### config.mk
export PLATFORM = sky130hd
export DESIGN_NAME = air_hockey_puck
export DESIGN_NICKNAME = d
export VERILOG_FILES = /design/src/rtl/air_hockey_puck_pkg.sv /design/src/rtl/air_hockey_puck_collide.sv /design/src/rtl/air_hockey_puck.sv
export SDC_FILE = /design/constraint.sdc
export NUM_CORES = 1
export LEC_CHECK = 0
export ABC_CLOCK_PERIOD_IN_PS = 5300
export CAP_MARGIN = 20
export CORE_UTILIZATION = 60
export CTS_CLUSTER_SIZE = 14
export DETAILED_ROUTE_END_ITERATION = 8
export DONT_BUFFER_PORTS = 1
export GPL_TIMING_DRIVEN = 1
export PLACE_DENSITY_LB_ADDON = 0.12
export SLEW_MARGIN = 25
export SYNTH_ARGS = -nofsm -noshare
export SYNTH_HDL_FRONTEND = slang
export SYNTH_HIERARCHICAL = 1
export SYNTH_SLANG_ARGS = --single-unit
### constraint.sdc
create_clock -name clkPuck -period 5.3 [get_ports clkPuck]
set_input_delay 1.06 -clock clkPuck [delete_from_list [all_inputs] [get_ports clkPuck]]
set_output_delay 1.06 -clock clkPuck [all_outputs]
set_load 0.05 [all_outputs]
### src/rtl/air_hockey_puck_pkg.sv
// rtl/air_hockey_puck_pkg.sv - shared geometry, colours and state encodings for the puck stage
package air_hockey_puck_pkg;

  // Display and object geometry (defaults for the module parameters)
  localparam int DEF_WIDTH       = 96;
  localparam int DEF_HEIGHT      = 64;
  localparam int DEF_PADDLE_H    = 20;
  localparam int DEF_PADDLE_W    = 3;
  localparam int DEF_PUCK_R      = 1;

  // Game sequencing
  localparam int DEF_SERVE_TICKS = 30;
  localparam int DEF_GOAL_TICKS  = 20;
  localparam int DEF_WIN_SCORE   = 7;

  // RGB565 colours
  localparam logic [15:0] DEF_PUCK_COL  = 16'hFFFF;
  localparam logic [15:0] DEF_FLASH_COL = 16'hFFE0;

  // Game state encodings, shared with the paddle block
  localparam logic [1:0] ST_SERVE = 2'd0;
  localparam logic [1:0] ST_PLAY  = 2'd1;
  localparam logic [1:0] ST_GOAL  = 2'd2;
  localparam logic [1:0] ST_OVER  = 2'd3;

  // Serve/goal tick counter width; bit 2 doubles as the goal flash phase
  localparam int CNT_W = 8;

  // Score increment that sticks at the winning score
  function automatic logic [3:0] satInc(input logic [3:0] score, input logic [3:0] limit);
    return (score >= limit) ? limit : score + 4'd1;
  endfunction

endpackage

### src/rtl/air_hockey_puck_collide.sv
// rtl/air_hockey_puck_collide.sv - combinational one-tick puck step: walls, paddles, goal lines
module air_hockey_puck_collide
  import air_hockey_puck_pkg::*;
#(
  parameter int WIDTH    = DEF_WIDTH,
  parameter int HEIGHT   = DEF_HEIGHT,
  parameter int PADDLE_H = DEF_PADDLE_H,
  parameter int PADDLE_W = DEF_PADDLE_W,
  parameter int PUCK_R   = DEF_PUCK_R
) (
  input  logic [6:0] puckX,
  input  logic [6:0] puckY,
  input  logic       dxNeg,
  input  logic       dyNeg,
  input  logic       dyMag,
  input  logic [6:0] userPaddleX,
  input  logic [6:0] userPaddleY,
  input  logic [6:0] audioPaddleX,
  input  logic [6:0] audioPaddleY,
  output logic [6:0] nextX,
  output logic [6:0] nextY,
  output logic       nextDxNeg,
  output logic       nextDyNeg,
  output logic       nextDyMag,
  output logic       hitUser,
  output logic       hitAudio,
  output logic       goalUser,
  output logic       goalAudio
);

  // All geometry compares are done in 10-bit signed so edges below 0 behave
  localparam logic signed [9:0] R      = 10'(PUCK_R);
  localparam logic signed [9:0] HALF_H = 10'(PADDLE_H / 2);
  localparam logic signed [9:0] HALF_W = 10'(PADDLE_W / 2);
  localparam logic signed [9:0] Y_MAX  = 10'(HEIGHT - 1);
  localparam logic signed [9:0] X_MAX  = 10'(WIDTH - 1);
  localparam logic [6:0]        Y_LO   = 7'(PUCK_R);
  localparam logic [6:0]        Y_HI   = 7'(HEIGHT - 1 - PUCK_R);

  logic signed [7:0] stepX, stepY;
  logic signed [9:0] sx, sy, pyS, ux, uy, ax, ay;
  logic signed [9:0] offU, offA, absU, absA, off;
  logic [6:0]        yRes;
  logic              wallHit, hit;

  // Raw step: 8-bit signed pos+d so a step past 0 or 127 cannot wrap
  always_comb begin
    stepX = $signed({1'b0, puckX}) + (dxNeg ? -8'sd1 : 8'sd1);
    stepY = $signed({1'b0, puckY}) + (dyMag ? (dyNeg ? -8'sd1 : 8'sd1) : 8'sd0);
  end

  assign sx  = {{2{stepX[7]}}, stepX};
  assign sy  = {{2{stepY[7]}}, stepY};
  assign pyS = {3'b000, puckY};
  assign ux  = {3'b000, userPaddleX};
  assign uy  = {3'b000, userPaddleY};
  assign ax  = {3'b000, audioPaddleX};
  assign ay  = {3'b000, audioPaddleY};

  // Vertical offset of the puck from each paddle centre, taken before the move
  always_comb begin
    offU = pyS - uy;
    offA = pyS - ay;
    absU = offU[9] ? -offU : offU;
    absA = offA[9] ? -offA : offA;
  end

  // Top/bottom wall: reflect and clamp the puck edge onto the wall row
  always_comb begin
    wallHit = 1'b0;
    yRes    = sy[6:0];
    if (sy - R < 10'sd0) begin
      wallHit = 1'b1;
      yRes    = Y_LO;
    end else if (sy + R > Y_MAX) begin
      wallHit = 1'b1;
      yRes    = Y_HI;
    end
  end

  // Paddle overlap (only the paddle the puck is heading toward) and raw goal lines
  always_comb begin
    hitUser   = dxNeg && (sx - R <= ux + HALF_W) && (sx + R >= ux - HALF_W)
                && (absU <= HALF_H + R);
    hitAudio  = !dxNeg && (sx + R >= ax - HALF_W) && (sx - R <= ax + HALF_W)
                && (absA <= HALF_H + R);
    goalAudio = (sx - R <= 10'sd0);
    goalUser  = (sx + R >= X_MAX);
  end

  // Resolve the step: paddle reverses X and steers Y unless a wall flip already owns dy
  always_comb begin
    hit       = hitUser | hitAudio;
    off       = hitUser ? offU : offA;
    nextDxNeg = hit ? ~dxNeg : dxNeg;
    nextDyNeg = dyNeg ^ wallHit;
    nextDyMag = dyMag;
    if (hit && !wallHit) begin
      if (off < -10'sd3) begin
        nextDyNeg = 1'b1;
        nextDyMag = 1'b1;
      end else if (off > 10'sd3) begin
        nextDyNeg = 1'b0;
        nextDyMag = 1'b1;
      end
    end
    nextX = hit ? puckX : sx[6:0];
    nextY = yRes;
  end

endmodule

### src/rtl/air_hockey_puck.sv
// rtl/air_hockey_puck.sv - puck physics, scoring FSM and puck pixel compare
module air_hockey_puck
  import air_hockey_puck_pkg::*;
#(
  parameter int          WIDTH       = DEF_WIDTH,
  parameter int          HEIGHT      = DEF_HEIGHT,
  parameter int          PADDLE_H    = DEF_PADDLE_H,
  parameter int          PADDLE_W    = DEF_PADDLE_W,
  parameter int          PUCK_R      = DEF_PUCK_R,
  parameter int          SERVE_TICKS = DEF_SERVE_TICKS,
  parameter int          GOAL_TICKS  = DEF_GOAL_TICKS,
  parameter int          WIN_SCORE   = DEF_WIN_SCORE,
  parameter logic [15:0] PUCK_COL    = DEF_PUCK_COL,
  parameter logic [15:0] FLASH_COL   = DEF_FLASH_COL
) (
  input  logic        clkPuck,
  input  logic        rst,
  input  logic        sw15,
  input  logic [6:0]  x,
  input  logic [6:0]  y,
  input  logic [6:0]  userPaddleX,
  input  logic [6:0]  userPaddleY,
  input  logic [6:0]  audioPaddleX,
  input  logic [6:0]  audioPaddleY,
  output logic [6:0]  puckX,
  output logic [6:0]  puckY,
  output logic        puckAppear,
  output logic [15:0] puck_col,
  output logic [3:0]  userScore,
  output logic [3:0]  audioScore,
  output logic        goalPulse,
  output logic        gameOver
);

  localparam logic [6:0]       CX         = 7'(WIDTH / 2);
  localparam logic [6:0]       CY         = 7'(HEIGHT / 2);
  localparam logic [7:0]       R8         = 8'(PUCK_R);
  localparam logic [3:0]       WIN        = 4'(WIN_SCORE);
  localparam logic [CNT_W-1:0] SERVE_LAST = CNT_W'(SERVE_TICKS - 1);
  localparam logic [CNT_W-1:0] GOAL_LAST  = CNT_W'(GOAL_TICKS - 1);
  localparam logic [CNT_W-1:0] CNT_ONE    = CNT_W'(1);

  logic [1:0]       state;
  logic [CNT_W-1:0] counter;
  logic             dxNeg, dyNeg, dyMag;

  logic [6:0] nextX, nextY;
  logic       nextDxNeg, nextDyNeg, nextDyMag;
  logic       hitUser, hitAudio, goalUser, goalAudio;
  logic       paddleHit, goalNow, userGoalNow;

  air_hockey_puck_collide #(
    .WIDTH    (WIDTH),
    .HEIGHT   (HEIGHT),
    .PADDLE_H (PADDLE_H),
    .PADDLE_W (PADDLE_W),
    .PUCK_R   (PUCK_R)
  ) u_collide (
    .puckX        (puckX),
    .puckY        (puckY),
    .dxNeg        (dxNeg),
    .dyNeg        (dyNeg),
    .dyMag        (dyMag),
    .userPaddleX  (userPaddleX),
    .userPaddleY  (userPaddleY),
    .audioPaddleX (audioPaddleX),
    .audioPaddleY (audioPaddleY),
    .nextX        (nextX),
    .nextY        (nextY),
    .nextDxNeg    (nextDxNeg),
    .nextDyNeg    (nextDyNeg),
    .nextDyMag    (nextDyMag),
    .hitUser      (hitUser),
    .hitAudio     (hitAudio),
    .goalUser     (goalUser),
    .goalAudio    (goalAudio)
  );

  // A paddle return on the goal line saves the goal
  always_comb begin
    paddleHit   = hitUser | hitAudio;
    goalNow     = (goalUser | goalAudio) & ~paddleHit;
    userGoalNow = goalUser & ~paddleHit;
  end

  // Game FSM: serve hold, play stepping, goal flash, game over
  always_ff @(posedge clkPuck or negedge rst) begin
    if (!rst) begin
      state      <= ST_SERVE;
      counter    <= '0;
      puckX      <= CX;
      puckY      <= CY;
      dxNeg      <= 1'b0;
      dyNeg      <= 1'b0;
      dyMag      <= 1'b1;
      userScore  <= 4'd0;
      audioScore <= 4'd0;
      goalPulse  <= 1'b0;
    end else if (!sw15) begin
      state      <= ST_SERVE;
      counter    <= '0;
      puckX      <= CX;
      puckY      <= CY;
      dxNeg      <= 1'b0;
      dyNeg      <= 1'b0;
      dyMag      <= 1'b1;
      userScore  <= 4'd0;
      audioScore <= 4'd0;
      goalPulse  <= 1'b0;
    end else begin
      case (state)
        ST_SERVE: begin
          // Every serve launches diagonally downward; dx was aimed at the conceding side
          puckX     <= CX;
          puckY     <= CY;
          dyNeg     <= 1'b0;
          dyMag     <= 1'b1;
          goalPulse <= 1'b0;
          if (counter == SERVE_LAST) begin
            state   <= ST_PLAY;
            counter <= '0;
          end else begin
            counter <= counter + CNT_ONE;
          end
        end
        ST_PLAY: begin
          puckX     <= nextX;
          puckY     <= nextY;
          dxNeg     <= nextDxNeg;
          dyNeg     <= nextDyNeg;
          dyMag     <= nextDyMag;
          goalPulse <= goalNow;
          if (goalNow) begin
            state   <= ST_GOAL;
            counter <= '0;
            if (userGoalNow) begin
              userScore <= satInc(userScore, WIN);
              dxNeg     <= 1'b0;
            end else begin
              audioScore <= satInc(audioScore, WIN);
              dxNeg      <= 1'b1;
            end
          end
        end
        ST_GOAL: begin
          goalPulse <= 1'b0;
          if (counter == GOAL_LAST) begin
            counter <= '0;
            puckX   <= CX;
            puckY   <= CY;
            state   <= ((userScore == WIN) || (audioScore == WIN)) ? ST_OVER : ST_SERVE;
          end else begin
            counter <= counter + CNT_ONE;
          end
        end
        default: begin
          goalPulse <= 1'b0;
          puckX     <= CX;
          puckY     <= CY;
        end
      endcase
    end
  end

  // Pixel compare against the (2R+1)x(2R+1) puck square, plus flash colour
  always_comb begin
    puckAppear = ({1'b0, x} + R8 >= {1'b0, puckX}) && ({1'b0, x} <= {1'b0, puckX} + R8) &&
                 ({1'b0, y} + R8 >= {1'b0, puckY}) && ({1'b0, y} <= {1'b0, puckY} + R8);
    puck_col   = ((state == ST_GOAL) && counter[2]) ? FLASH_COL : PUCK_COL;
  end

  assign gameOver = (state == ST_OVER);

endmodule

==> results of run 1 <==
[flip-flops by register name (all words and copies together) (netlist names)]
register	count
goalPulse	1
dyNeg	1
audioScore	4
puckY	7
counter	8
dxNeg	1
userScore	4
state	2
dyMag	1
puckX	7
[path summary, 6_finish.rpt]
| check | slack, ns | cells after the start | end | start |
|---|---|---|---|---|
| setup / recovery | 0.24 | 20 | state[0]$_DFFE_PN0P_ | dxNeg$_DFFE_PN0N_ |
| hold / removal | 0.44 | 0 | audioScore[0]$_DFFE_PN0P_ | rst |
| min in group clkPuck | 0.56 | 2 | dyMag$_DFFE_PN1P_ | dyMag$_DFFE_PN1P_ |
| setup reg to reg | 0.24 | 20 | state[0]$_DFFE_PN0P_ | dxNeg$_DFFE_PN0N_ |
| hold reg to reg | 0.56 | 2 | dyMag$_DFFE_PN1P_ | dyMag$_DFFE_PN1P_ |
| max in group asynchronous | 4.66 | 0 | puckX[4]$_DFFE_PN1N_ | rst |
[logic make-up (layout without fill, tap and decap cells)]
family | Yosys count | count (layout) | share of synthesized area [%]
adders and majority gates | 114 | 114 | 22.7
and+or+nand+nor | 262 | 262 | 21.5
xor gates and xnor gates | 73 | 73 | 10.4
muxes | 11 | 11 | 2.20
other | 1 | 11 | 0.0583
buffers and inverters | 101 | 98 | 6.95
AOI/OAI and AO/OA | 200 | 200 | 22.2
DFF | 36 | 36 | 14.1
[per-stage QoR]
step	setup WS (ns)	power, mW	util, %	cell area, um2
after floorplan	0.0989	1.38	-	6470
after global placement	0.530	1.61	63.6	6590
after detailed placement	0.291	1.67	63.6	6590
after CTS	0.241	1.92	64.6	6700
after global routing	-0.0682	2.11	65.3	6770
final	0.242	1.94	65.3	6770
[area by class of cell]
type | instances | area share (%)
well taps | 136 | 2.51
clock buffers | 5 | 1.02
flip-flops and latches | 36 | 13.4
inverters | 72 | 3.99
multi-input cells | 671 | 76.5
clock inverters | 3 | 0.628
repair buffers | 18 | 2.00
[repair_timing]
item,4_1_cts,5_1_grt
buffers inserted,0,1
resized for setup,0,10
endpoints found under the setup margin,0,10
[worst max-delay path, cell delays in order, from the launching register on]
cell and delay (ns):
dfrtp_1 0.49, buf_4 0.21, ha_2 0.33, o21ai_0 0.33
a21oi_1 0.11, o211ai_2 0.56, nand2_1 0.11, nor2_1 0.13
xnor2_1 0.14, ha_1 0.34, o2111ai_1 0.12, or3_1 0.40
a221oi_1 0.31, o2111a_1 0.27, o41ai_4 0.09, inv_1 0.08
nor2_2 0.06, o21ai_0 0.19, a31oi_1 0.17, nand3_1 0.15
mux2_2 0.36
[Yosys cell counts, types with 13 or more instances]
cell type / number
a21oi_1: 37
inv_1: 72
nor3_1: 14
a21o_1: 13
buf_4: 15
o21ai_0: 43
nor2_1: 58
nand2_1: 47
xor2_1: 21
nor2b_1: 13
and3_1: 16
nand3_1: 46
xnor2_1: 50
dfrtp_1: 32
ha_1: 110
[power breakdown]
| part | internal, mW | switching [mW] |
|---|---|---|
| Clock | 0.139 | 0.107 |
| Combinational | 0.538 | 0.785 |
| Sequential | 0.306 | 0.0624 |
| Total | 0.984 | 0.954 |
[per-layer routing]
| layer | up-vias | GRT usage [%] | part of all wire [%] |
|---|---|---|---|
| met2 | 145 | 52.5 | 50 |
| met3 | 40 | 3.65 | 4.0 |
| li1 | 2884 | - | - |
| met4 | 0 | 10.3 | 2.7 |
| met1 | 2787 | 33.2 | 43 |
| met5 | - | 0 | 0 |
==> qor.txt, run 1 <==
outcome: complete, no violations
vias in the first global route: 5778
sequential-to-total area share from yosys stat: 14.1%
Yosys top cell area share: 21.4%
Final Net Count: 963
Avg Cell Area, Syn: 8.06 um2
worst vdd ir: 192 uV
CP max FO: 9
Tcrit/Tclk final: 95.4%
Post-Synthesis Cells: 798
yosys warns: 6
H-tree levels: 2
GP Congestion: 0.951
detailed placement HPWL: 12.9 mm
multi-input logic area: 5180 um2
WP data required: 5.48 ns
Synth-to-Final Area Change: 5.35%
clock skew: 0.00788 ns
gr usage total: 28.4%
global-route wire length before repair: 26.1 mm
Post-Syn Area: 6430 um2
PortBufs: 0
Die H: 106 um
largest area contributor in the netlist: ha_1
Post-route DRC: 0
crit end category: flip-flop
Fmax: 198 MHz
CTS tree: done
commonest cells after routing, fill and taps aside: ha_1, inv_1, nor2_1
Sink Count: 36
share of layout cells above drive strength 1: 8.70%
# IOs: 86
Num CTS Buffers: 5
GRT overflow: 0
Reg clk slew, reported paths: 0.08 ns
FF+latch count, synth: 36
clk_lat worst skew: 0.30 ns
root buffer cell: clkbuf_8
ys async rst share: 100%
Wirelength per Cell: 16.7 um
Starting Density: 62.0%
Area contributors post-synth: ha_1, dfrtp_1, xnor2_1
setup violators final: 0
hold_buf cts: 0
die width: 106 um
Pleak: 3.07 nW
final hold vios: 0
Crit Path Category: flip-flop to flip-flop
Pre-Repair DR Iteration Count: 5
Die ar.: 11100 um2
Max Slew Vio Count: 0
# diodes: 0
antenna viol nets, final: 0
Final Hold Slack: 0.444 ns
power per standard cell area: 286 nW/um2
register area: 907 um2
Bufs on Longest Clock Path: 2
Final Non-Filler Cells: 941
top_reg_cell synth: dfrtp_1
maxcap violations: 0
Worst Tran Pin Value: 0.878 ns
min-delay worst type: input port to async pin
DR vias: 5856
Setup TNS: 0 ns
Final Critical Period: 5.06 ns
count of cell types in the netlist: 83
Core ar.: 10400 um2
largest net degree at the start of global routing: 37
slew margin rel.: 40.7%
placed cell count: 932
drt initial violations: 317
most common cell after layout, fill and taps aside: ha_1
Post-synth EDFFs: 0
# fillers: 910
Startpoint Class: flip-flop
WP data arrival: 5.24 ns
Final Routed Wirelength: 15.7 mm
initial antenna violation count: 0
Row Count: 37
Via-to-Cell Ratio: 6.22
Power figures use the tool's default switching activity.
==> run 2: changes to the inputs <==
--- a/config.mk
+++ b/config.mk
@@ -13,6 +13,7 @@
 export DONT_BUFFER_PORTS = 1
 export GPL_TIMING_DRIVEN = 1
 export PLACE_DENSITY_LB_ADDON = 0.12
+export RECOVER_POWER = 25
 export SLEW_MARGIN = 25
 export SYNTH_ARGS = -nofsm -noshare
 export SYNTH_HDL_FRONTEND = slang
==> results of run 2 <==
The final DEF is identical to that of run 1; final timing and power are the same.
